==> src/rtl/write_channel_axi.sv <==
// write_channel_axi
//   Single-beat AXI4 write master for the cache back end. It accepts one word
//   write from the cache controller, drives AW and W independently, collects
//   the B response, and reissues the same write after an error response up
//   to CACHE_WRITE_MAX_RETRY times.
//
// Ports
//   ap_clk, reset          clock, asynchronous active-high reset
//   write_valid/ready      front-end request handshake (accepted in IDLE only)
//   write_addr             word address (byte address without offset bits)
//   write_wdata/wstrb      write data and byte enables
//   write_done             one-cycle pulse: write completed with OKAY
//   write_error            one-cycle pulse: write abandoned, retries exhausted
//   m_axi_aw*              write address channel (single beat, INCR)
//   m_axi_w*               write data channel (wlast == wvalid)
//   m_axi_b*               write response channel (bid ignored)
module write_channel_axi #(
  parameter int         CACHE_BACKEND_ADDR_W  = 32,
  parameter int         CACHE_BACKEND_DATA_W  = 32,
  parameter int         CACHE_BACKEND_NBYTES  = CACHE_BACKEND_DATA_W / 8,
  parameter int         CACHE_BACKEND_BYTE_W  = $clog2(CACHE_BACKEND_NBYTES),
  parameter int         CACHE_AXI_ID_W        = 1,
  parameter int         CACHE_AXI_ID          = 0,
  parameter logic [3:0] CACHE_AXI_CACHE_MODE  = 4'b0011,
  parameter int         CACHE_WRITE_MAX_RETRY = 3
) (
  input  logic                                           ap_clk,
  input  logic                                           reset,
  input  logic                                           write_valid,
  output logic                                           write_ready,
  input  logic [CACHE_BACKEND_ADDR_W-CACHE_BACKEND_BYTE_W-1:0] write_addr,
  input  logic [CACHE_BACKEND_DATA_W-1:0]                write_wdata,
  input  logic [CACHE_BACKEND_NBYTES-1:0]                write_wstrb,
  output logic                                           write_done,
  output logic                                           write_error,
  output logic                                           m_axi_awvalid,
  input  logic                                           m_axi_awready,
  output logic [CACHE_BACKEND_ADDR_W-1:0]                m_axi_awaddr,
  output logic [CACHE_AXI_ID_W-1:0]                      m_axi_awid,
  output logic [7:0]                                     m_axi_awlen,
  output logic [2:0]                                     m_axi_awsize,
  output logic [1:0]                                     m_axi_awburst,
  output logic                                           m_axi_awlock,
  output logic [3:0]                                     m_axi_awcache,
  output logic [2:0]                                     m_axi_awprot,
  output logic [3:0]                                     m_axi_awqos,
  output logic                                           m_axi_wvalid,
  input  logic                                           m_axi_wready,
  output logic [CACHE_BACKEND_DATA_W-1:0]                m_axi_wdata,
  output logic [CACHE_BACKEND_NBYTES-1:0]                m_axi_wstrb,
  output logic                                           m_axi_wlast,
  input  logic                                           m_axi_bvalid,
  output logic                                           m_axi_bready,
  input  logic [1:0]                                     m_axi_bresp,
  input  logic [CACHE_AXI_ID_W-1:0]                      m_axi_bid
);

  localparam int RETRY_W = (CACHE_WRITE_MAX_RETRY > 0) ? $clog2(CACHE_WRITE_MAX_RETRY + 1) : 1;
  localparam logic [RETRY_W-1:0] MAX_CNT = RETRY_W'(CACHE_WRITE_MAX_RETRY);

  typedef enum logic [1:0] {S_IDLE, S_ISSUE, S_RESP} state_t;

  state_t                                           r_state;
  state_t                                           w_state_nxt;
  logic                                             r_aw_done;
  logic                                             r_w_done;
  logic [RETRY_W-1:0]                               r_retry_cnt;
  logic                                             r_done;
  logic                                             r_error;
  logic [CACHE_BACKEND_ADDR_W-CACHE_BACKEND_BYTE_W-1:0] r_addr_q;
  logic [CACHE_BACKEND_DATA_W-1:0]                  r_data_q;
  logic [CACHE_BACKEND_NBYTES-1:0]                  r_strb_q;

  logic w_accept;
  logic w_aw_hs;
  logic w_w_hs;
  logic w_aw_fin;
  logic w_w_fin;
  logic w_okay;
  logic w_can_retry;
  logic w_unused_bid;

  assign w_accept    = write_valid & write_ready;
  assign w_aw_hs     = m_axi_awvalid & m_axi_awready;
  assign w_w_hs      = m_axi_wvalid & m_axi_wready;
  // A channel counts as finished if it completed earlier or completes now.
  assign w_aw_fin    = r_aw_done | w_aw_hs;
  assign w_w_fin     = r_w_done | w_w_hs;
  assign w_okay      = (m_axi_bresp == 2'b00);
  assign w_can_retry = (r_retry_cnt < MAX_CNT);
  assign w_unused_bid = ^m_axi_bid;

  // Constant attributes of a single-beat INCR write.
  assign m_axi_awaddr  = {r_addr_q, {CACHE_BACKEND_BYTE_W{1'b0}}};
  assign m_axi_awid    = CACHE_AXI_ID_W'(CACHE_AXI_ID);
  assign m_axi_awlen   = 8'd0;
  assign m_axi_awsize  = 3'(CACHE_BACKEND_BYTE_W);
  assign m_axi_awburst = 2'b01;
  assign m_axi_awlock  = 1'b0;
  assign m_axi_awcache = CACHE_AXI_CACHE_MODE;
  assign m_axi_awprot  = 3'd0;
  assign m_axi_awqos   = 4'd0;
  assign m_axi_wdata   = r_data_q;
  assign m_axi_wstrb   = r_strb_q;
  assign m_axi_wlast   = m_axi_wvalid;
  assign write_done    = r_done;
  assign write_error   = r_error;

  // ---- state register ----
  always_ff @(posedge ap_clk or posedge reset) begin
    if (reset) begin
      r_state <= S_IDLE;
    end else begin
      r_state <= w_state_nxt;
    end
  end

  // ---- next-state logic ----
  always_comb begin
    w_state_nxt = r_state;
    unique case (r_state)
      S_IDLE:  if (w_accept) w_state_nxt = S_ISSUE;
      S_ISSUE: if (w_aw_fin && w_w_fin) w_state_nxt = S_RESP;
      S_RESP: begin
        if (m_axi_bvalid) begin
          if (!w_okay && w_can_retry) w_state_nxt = S_ISSUE;
          else                        w_state_nxt = S_IDLE;
        end
      end
      default: w_state_nxt = S_IDLE;
    endcase
  end

  // ---- output logic ----
  // write_ready is gated by reset so the front end sees no accept while the
  // block is held in reset even though the state already reads IDLE.
  always_comb begin
    write_ready   = 1'b0;
    m_axi_awvalid = 1'b0;
    m_axi_wvalid  = 1'b0;
    m_axi_bready  = 1'b0;
    unique case (r_state)
      S_IDLE:  write_ready   = ~reset;
      S_ISSUE: begin
        m_axi_awvalid = ~r_aw_done;
        m_axi_wvalid  = ~r_w_done;
      end
      S_RESP:  m_axi_bready  = 1'b1;
      default: ;
    endcase
  end

  // ---- handshake flags, retry counter, completion pulses ----
  always_ff @(posedge ap_clk or posedge reset) begin
    if (reset) begin
      r_aw_done   <= 1'b0;
      r_w_done    <= 1'b0;
      r_retry_cnt <= '0;
      r_done      <= 1'b0;
      r_error     <= 1'b0;
    end else begin
      r_done  <= 1'b0;
      r_error <= 1'b0;
      unique case (r_state)
        S_IDLE: begin
          if (w_accept) begin
            r_retry_cnt <= '0;
            r_aw_done   <= 1'b0;
            r_w_done    <= 1'b0;
          end
        end
        S_ISSUE: begin
          if (w_aw_hs) r_aw_done <= 1'b1;
          if (w_w_hs)  r_w_done  <= 1'b1;
        end
        S_RESP: begin
          if (m_axi_bvalid) begin
            if (w_okay) begin
              r_done <= 1'b1;
            end else if (w_can_retry) begin
              // Reissue both channels with the same registered payload.
              r_retry_cnt <= r_retry_cnt + 1'b1;
              r_aw_done   <= 1'b0;
              r_w_done    <= 1'b0;
            end else begin
              r_error <= 1'b1;
            end
          end
        end
        default: ;
      endcase
    end
  end

  // ---- request payload capture (held stable for all attempts) ----
  always_ff @(posedge ap_clk) begin
    if (w_accept) begin
      r_addr_q <= write_addr;
      r_data_q <= write_wdata;
      r_strb_q <= write_wstrb;
    end
  end

endmodule

==> config.mk <==
export PLATFORM = sky130hd
export DESIGN_NAME = write_channel_axi
export DESIGN_NICKNAME = d
export VERILOG_FILES = /design/src/rtl/write_channel_axi.sv
export SDC_FILE = /design/constraint.sdc
export NUM_CORES = 1
export LEC_CHECK = 0
export ABC_CLOCK_PERIOD_IN_PS = 5700
export CORE_ASPECT_RATIO = 1.25
export CORE_UTILIZATION = 32
export CTS_CLUSTER_SIZE = 14
export DETAILED_ROUTE_END_ITERATION = 8
export PLACE_DENSITY = 0.76
export REMOVE_ABC_BUFFERS = 1
export SYNTH_ARGS = -nofsm -noshare
export SYNTH_HDL_FRONTEND = slang
export SYNTH_SLANG_ARGS = --single-unit
==> constraint.sdc <==
create_clock -name ap_clk -period 5.7 [get_ports ap_clk]
set_input_delay 0.57 -clock ap_clk [delete_from_list [all_inputs] [get_ports ap_clk]]
set_output_delay 0.57 -clock ap_clk [all_outputs]
set_load 0.02 [all_outputs]
==> results by stage, run 1 <==
Setup path:
- The depth of the worst register-to-register path is 2.
- The arrival time at the worst endpoint is 1.85 ns.
- The end of the worst register-to-register path is m_axi_wdata[6]$_DFFE_PP_.
- The worst register-to-register path has a setup slack of 3.65 ns.
- The category of the worst setup path capture point is an output port.
- By startpoint and endpoint, the worst setup path is classified as reg -> out.
- The required arrival time at the worst endpoint is 5.13 ns.
- The biggest fanout along the worst timing path is 7.
- The worst setup path is launched from a flip-flop.
- The launch point of the worst reg-to-reg path is r_state[1]$_DFFE_PP0P_.

Timing:
- Setup violations remaining at the end of the flow were counted as 0.
- The share of the cycle needed by the critical path after routing is 0.425.
- The max-slew violation count came to 0.
- Setup repair after global routing left no endpoint under its margin.
- The minimum clock period is 2.42 ns.
- The pin slew with the least headroom to its limit is 0.850 ns.
- The number of hold violations in the final report came to 0.
- On the final layout, the worst clock skew is 0.00480 ns.
- The maximum clock frequency is 0.413 GHz.
- The worst max-slew margin expressed relative to the limit is 0.432.
- Summed over all failing endpoints, the final setup total negative slack is 0 ns.

Drt:
- The routed wire length is 5.83 mm.
- After detailed routing, the number of vias per cell comes to 4.25.
- In the final routed layout, each cell accounts on average for 14.7 um.
- The post-detailed-route count of antenna-violating nets is 0.
- For this block, the initial DRC count from the detailed router was 56.
- The pre-antenna-repair detailed-routing pass consisted of 4 iterations.
- The vias after detailed routing is 1689.
- The detailed-route DRC error count is 0.

Clocking:
- For this design, the sink count on the clock tree is 74.
- The tree is rooted in a sky130_fd_sc_hd__clkbuf_8.
- Buffers inserted during clock tree synthesis total 9.
- At the later pin of the worst-skew pair, clock insertion delay measures 0.34 ns.
- After clock tree synthesis, the clock-pin slew on the worst setup and hold paths is 0.07 ns.
- The H-tree generated during clock tree synthesis spans 3 levels.
- TritonCTS built the clock tree.
- The clock tree buffer depth is 2.
- The hold buffer count at cts is 0.
- The number of setup buffers added after CTS is 0.
- The total of cells resized after clock tree synthesis is 0.

Pwr:
- The peak supply drop is 0.242 mV.
- For this design the static power due to leakage is 1.56 nW.
- Dividing total power by cell area gives a power density of 355 nW/um^2.

Logic synthesis:
- After synthesis, the mean cell area works out to 18.6 um^2.
- Yosys mapped the design onto 26 distinct sky130hd cell types.
- The number of storage elements in the synthesis netlist is 74.
- The synthesized instance count is 142.
- During synthesis, Yosys emitted a total of 0 warnings.
- The share of the Yosys chip area taken by registers is 0.826.
- In this run the cell area of the synthesized design comes to 2640 um^2.

Floorplan:
- For this design the top-level I/O count stands at 176.
- The core region is 7880 um^2.
- The die area is 8620 um^2.
- The floorplan row count is 36.
- The die is 83.3 um wide.
- The starting density of the core is 0.335.
- In this run the vertical extent of the chip is 104 um.

Finish:
- Compared with the post-synthesis result, the final layout area differs by 62.9%.
- The finished layout holds 397 standard cells, fillers aside.
- The post-route standard cell area excluding fillers is 4300 um^2.
- The total area of multi-input combinational cells is 320 um^2.
- Leaving out fill and tap cells, the most frequent cells in the layout are 146 x sky130_fd_sc_hd__clkdlybuf4s50_1, 66 x sky130_fd_sc_hd__edfxtp_1, 28 x sky130_fd_sc_hd__conb_1.
- The share of post-route cells with drive strength above 1 is 0.0695.
- The flip-flop and latch area is 2180 um^2.
- The commonest non-fill, non-tap cell in the layout is sky130_fd_sc_hd__clkdlybuf4s50_1.
- Fill cells in the final layout number 638.
- At the end of the flow, the number of nets in the layout was 373.
- The number of antenna diodes is 0.

Placement:
- The number of placed cells counting well taps is 381.
- The standard cell area after detailed placement is 4110 um^2.
- The final weighted congestion of routability-driven global placement is 0.757.
- Input and output buffers added on the ports amount to 146.
- The post-detailed-placement half-perimeter wirelength is 4.48 mm.

Global routing:
- The initial antenna violation count is 0.
- The largest net degree at the start of global routing is 29.
- The via count of the first global-routing pass is 1685.
- The total overflow left after global routing is 0.
- The first global-routing pass estimated 8.78 mm of wire.
- In the global route stage, overall resource usage came out at 0.138.

Run:
- The max-capacitance violation count is 0.

Outcome:
- The run finished with clean final reports.

Hold path:
- The min-delay analysis places its worst path in the category in -> async.
==> registers in the layout (all words and copies together) (netlist names) <==
name,cells
m_axi_wdata,32
r_addr_q,30
m_axi_wstrb,4
r_retry_cnt,2
r_state,2
r_aw_done,1
r_w_done,1
write_done,1
write_error,1
==> how the worst max path moves through the flow <==
stage	end	cells after the start	start
after global routing	m_axi_wlast	4	r_state[1]$_DFFE_PP0P_
final	m_axi_wvalid	4	r_state[1]$_DFFE_PP0P_
after global placement	m_axi_wdata[6]$_DFFE_PP_	4	reset
after floorplan	m_axi_wdata[0]$_DFFE_PP_	2	reset
after detailed placement	r_addr_q[27]$_DFFE_PP_	4	reset
after CTS	r_addr_q[27]$_DFFE_PP_	4	reset
==> metal layers <==
metal | routed length (um) | up-vias | track usage
met3 | 744 | 9 | 0.0582
met1 | 2160 | 777 | 0.141
li1 | - | 775 | -
met2 | 2830 | 128 | 0.231
met4 | 98 | 0 | 0.0850
met5 | 0 | - | 0
==> metrics by stage <==
stage | total power [mW] | utilization | hold WS [ns] | worst slack (ns)
2_1_floorplan | 0.950 | - | 0.386 | -0.0875
3_3_place_gp | 1.15 | 0.521 | 0.545 | 2.62
3_5_place_dp | 1.16 | 0.521 | 0.561 | 2.57
4_1_cts | 1.55 | 0.545 | 0.511 | 2.95
5_1_grt | 1.60 | 0.546 | 0.560 | 3.16
6_report | 1.53 | 0.546 | 0.520 | 3.28
==> worst max-delay path: stages (launching register included) <==
cell and delay (ns):
sky130_fd_sc_hd__dfrtp_1 0.51, sky130_fd_sc_hd__inv_2 0.14, sky130_fd_sc_hd__nand2_1 0.09, sky130_fd_sc_hd__nor2_1 0.15
sky130_fd_sc_hd__clkdlybuf4s50_1 0.62
==> area by class of cell <==
class	count	area share
sequential	74	0.507
timing repair buffer	148	0.343
multi-input combinational	59	0.0744
clock buffer	11	0.0305
tap	95	0.0276
clock inverter	5	0.0128
inverter	5	0.00436
==> cells by family after synthesis <==
group / share of synthesized area
DFF: 0.826
buffers and inverters: 0.0938
and+or+nand+nor: 0.0388
AOI/OAI and AO/OA: 0.0336
other: 0.00284
adders and majority gates: 0.00474
==> report_power, final <==
group | leakage (nW) | internal [mW] | switching, mW
clock network | 0.0909 | 0.201 | 0.184
logic | 0.759 | 0.197 | 0.215
registers | 0.713 | 0.687 | 0.0452
==> cell usage after synthesis, drive strengths merged <==
cell,number,share of area
nor2,4,0.0057
nand2b,3,0.0099
nand2,4,0.0057
and2,1,0.0024
or4,1,0.0043
inv,5,0.0071
edfxtp,66,0.75
a31oi,2,0.0047
nor3,3,0.0057
ha,1,0.0047
conb,2,0.0028
buf,30,0.087
dfrtp,8,0.076
a22o,1,0.0033
o21ai,1,0.0019
a21oi,3,0.0071
o211ai,1,0.0028
o22ai,2,0.0047
nor3b,1,0.0028
or2,1,0.0024
o221ai,2,0.0090
Note: power is estimated with default switching activity, not from simulation.
==> run 2, diff against run 1 <==
--- a/config.mk
+++ b/config.mk
@@ -5,12 +5,12 @@
 export SDC_FILE = /design/constraint.sdc
 export NUM_CORES = 1
 export LEC_CHECK = 0
-export ABC_CLOCK_PERIOD_IN_PS = 5700
+export ABC_CLOCK_PERIOD_IN_PS = 2340
 export CORE_ASPECT_RATIO = 1.25
-export CORE_UTILIZATION = 32
+export CORE_UTILIZATION = 36
 export CTS_CLUSTER_SIZE = 14
 export DETAILED_ROUTE_END_ITERATION = 8
-export PLACE_DENSITY = 0.76
+export PLACE_DENSITY = 0.81
 export REMOVE_ABC_BUFFERS = 1
 export SYNTH_ARGS = -nofsm -noshare
 export SYNTH_HDL_FRONTEND = slang
==> constraint.sdc (replaced) <==
create_clock -name ap_clk -period 2.34 [get_ports ap_clk]
set_input_delay 0.234 -clock ap_clk [delete_from_list [all_inputs] [get_ports ap_clk]]
set_output_delay 0.234 -clock ap_clk [all_outputs]
set_load 0.02 [all_outputs]
==> run 2 against run 1 <==
  * Utilization is 7.3 points higher
  * First-iteration DRC count is 3.6% lower
  * Routed wire length is 8.2% lower
  * Critical path type unchanged
  * Die area is 11% lower
  * Largest cell class unchanged
  * Via count is 2.1% lower
  * Setup slack worse by 3.0 ns
==> results by stage, run 2 (synthesized netlist as in run 1, its figures left out) <==
Clocking:
- The number of setup buffers added after CTS was 0 (unchanged).
- The root buffer cell is sky130_fd_sc_hd__clkbuf_8.
- TritonCTS built the clock tree.
- The hold buffer count at cts is 0 (unchanged).
- The number of buffers inserted during clock tree synthesis is 9 (unchanged).
- The number of clock sinks seen by CTS is 74 (unchanged).
- The clock slew seen by the registers of the worst setup and hold paths is 0.08 ns (about the same).
- The worst-skew pair later-pin latency is 0.33 ns (about the same).
- The total of cells resized after clock tree synthesis is 0 (unchanged).
- The clock tree buffer depth was 2 (unchanged).
- The CTS H-tree depth was 3 (unchanged).

Setup path:
- The worst setup path is captured at an output port.
- The arrival time at the worst endpoint is 1.84 ns (about the same).
- The most critical setup path has its startpoint at r_state[1]$_DFFE_PP0P_.
- Walking the worst path, the cells encountered are inv_2 -> nand2_1 -> nor2_1 -> clkdlybuf4s50_1.
- The required arrival time at the worst endpoint is 2.11 ns (-3.02 ns).
- The end of the worst register-to-register path is r_retry_cnt[0]$_DFFE_PP0P_.
- The slowest stage of the critical path is the sky130_fd_sc_hd__clkdlybuf4s50_1 cell.
- The launch point of the worst reg-to-reg path is r_retry_cnt[0]$_DFFE_PP0P_.
- The depth of the worst register-to-register path came to 4 (+2).
- The worst setup path is launched from a flip-flop.
- The start-to-end type of the worst setup path is reg -> out.
- The largest stage delay on the critical path is 0.63 ns (about the same).
- The biggest fanout along the worst timing path was 7 (unchanged).
- The worst setup slack for register-to-register paths was 0.87 ns (-2.78 ns).

Timing:
- The worst path needs 2.07 ns of the cycle, external delays included.
- The max-slew violation count is 0 (unchanged).
- For this run, the top clock speed supported by timing is 0.482 GHz.
- The count of final setup violators is 0 (unchanged).
- Setup repair after global routing left no endpoint under its margin.
- The clock skew after layout is 0.00422 ns (-0.000577 ns).
- The number of hold violations in the final report is 0 (unchanged).
- The share of the cycle needed by the critical path after routing is 0.886.

Pwr:
- The share of power burned in registers is 0.460 (-0.019).
- The power per unit of standard cell area is 888 nW/um^2 (+150%).
- The net switching power is 1.09 mW (+140%).
- The combinational fraction of design power is 0.265 (-0.004).
- The leakage power of the design is 1.59 nW (+1.5%).
- The clock network fraction of design power is 0.275 (+0.023).
- The peak supply drop is 0.551 mV (+130%).
- The sum of internal, switching and leakage power came to 3.86 mW (+150%).
- The switching share of power is 0.282 (-0.00889).
- The internal power contribution is 2.77 mW (+160%).

Floorplan:
- The height of the die is 97.8 um (-5.6%).
- The boundary pin count is 176 (unchanged).
- The die area is 7690 um^2 (-11%).
- The starting density of the core is 0.376 (+0.0412).
- The core box area was 7020 um^2 (-11%).
- The floorplan row count is 34 (-5.6%).
- The die outline width is 78.6 um (-5.6%).

Placement:
- The post-detailed-placement half-perimeter wirelength is 4.07 mm (-9.2%).
- The final weighted congestion of routability-driven global placement is 0.684 (-9.7%).
- The count of port buffers added during placement came to 146 (unchanged).
- The number of placed cells counting well taps is 376 (-1.3%).

Finish:
- The total of fill cells in the finished design is 526 (-18%).
- Leaving out fill and tap cells, the most frequent cells in the layout are 146 x sky130_fd_sc_hd__clkdlybuf4s50_1, 66 x sky130_fd_sc_hd__edfxtp_1, 28 x sky130_fd_sc_hd__conb_1.
- The share of post-route cells with drive strength above 1 is 0.0762 (+0.00662).
- The flip-flop count of the largest register, all copies and words added is 32 (unchanged).
- The total area of multi-input combinational cells is 314 um^2 (-2.0%).
- Compared with the post-synthesis result, the final layout area differs by 64.6%.
- The number of antenna diodes came to 0 (unchanged).
- The flip-flop and latch area came to 2180 um^2 (unchanged).
- Leaving out fill and tap cells, the most frequent cell in the layout is sky130_fd_sc_hd__clkdlybuf4s50_1.
- The utilization after layout is 0.619 (+0.0734).
- The non-filler instance count after layout came to 392 (-1.3%).
- The net count of the finished layout is 373 (unchanged).

Drt:
- The count of routing violations after the opening detailed-route iteration was 54 (-3.6%).
- The routed wire length came to 5.36 mm (-8.2%).
- The number of search-and-repair iterations in the first detailed-routing pass is 4 (unchanged).
- The post-detailed-route via-to-cell ratio is 4.22 (-0.82%).
- The post-detailed-route count of antenna-violating nets is 0 (unchanged).
- The vias after detailed routing is 1654 (-2.1%).
- The detailed-route DRC error count came to 0 (unchanged).
- The wire length per cell after detailed routing came to 13.7 um (-7.0%).

Global routing:
- The overall track demand over capacity in global routing is 0.143 (+0.00487).
- The remaining global-route overflow is 0 (unchanged).
- The first-pass GRT wire length is 7.98 mm (-9.0%).
- The initial antenna violation count was 0 (unchanged).
- The largest net degree at the start of global routing is 37 (+28%).
- The via count of the first global-routing pass was 1596 (-5.3%).

Outcome:
- The run finished with clean final reports.

Run:
- The max-capacitance violation count is 0 (unchanged).

Hold path:
- The worst hold path belongs to the class in -> async.
## run 2: worst max-delay path: cells and delay by family (launching register included)
kind | cells | cell delay, ns
buffers and inverters | 2 | 0.77
DFF | 1 | 0.49
and+or+nand+nor | 2 | 0.25
## run 2: power groups by stage
stage | Sequential [mW] | Combinational, mW | Clock (mW)
final | 1.77 | 1.02 | 1.06
after global routing | 1.79 | 1.09 | 1.15
after CTS | 1.78 | 1.03 | 1.10
after detailed placement | 1.80 | 1.03 | 0
after global placement | 1.80 | 1.01 | 0
after floorplan | 1.99 | 0.323 | 0
## run 2: layout make-up
type / instances / area share
clock buffer: 10 / 0.0294
inverter: 5 / 0.00432
tap: 90 / 0.0259
timing repair buffer: 148 / 0.345
multi-input combinational: 59 / 0.0723
clock inverter: 6 / 0.0207
sequential: 74 / 0.502
## run 2: worst max path at each step
| stage | to | slack, ns | cells after the start |
|---|---|---|---|
| 4_1_cts | m_axi_wlast | 0.24 | 4 |
| 6_report | m_axi_wlast | 0.27 | 4 |
| 2_1_floorplan | m_axi_wdata[0]$_DFFE_PP_ | -3.26 | 1 |
| 5_1_grt | m_axi_wlast | 0.16 | 4 |
| 3_3_place_gp | r_addr_q[3]$_DFFE_PP_ | 0.59 | 4 |
| 3_5_place_dp | r_addr_q[10]$_DFFE_PP_ | 0.56 | 4 |
## run 2: metal layers
metal / vias to the layer above / wire, um / GRT usage
met1: 766 / 1910 / 0.152
met5: - / 0 / 0
met2: 110 / 2840 / 0.250
li1: 769 / - / -
met3: 9 / 532 / 0.0570
met4: 0 / 74 / 0.0556
## run 2: through the flow
| step | hold slack, ns | cell area [um^2] | worst slack [ns] | TNS [ns] |
|---|---|---|---|---|
| after floorplan | 0.0497 | 2510 | -3.26 | -215.31 |
| after global placement | 0.545 | 4130 | 0.585 | 0 |
| after detailed placement | 0.566 | 4130 | 0.559 | 0 |
| after CTS | 0.200 | 4350 | 0.236 | 0 |
| after global routing | 0.209 | 4350 | 0.155 | 0 |
| final | 0.205 | 4350 | 0.267 | 0 |
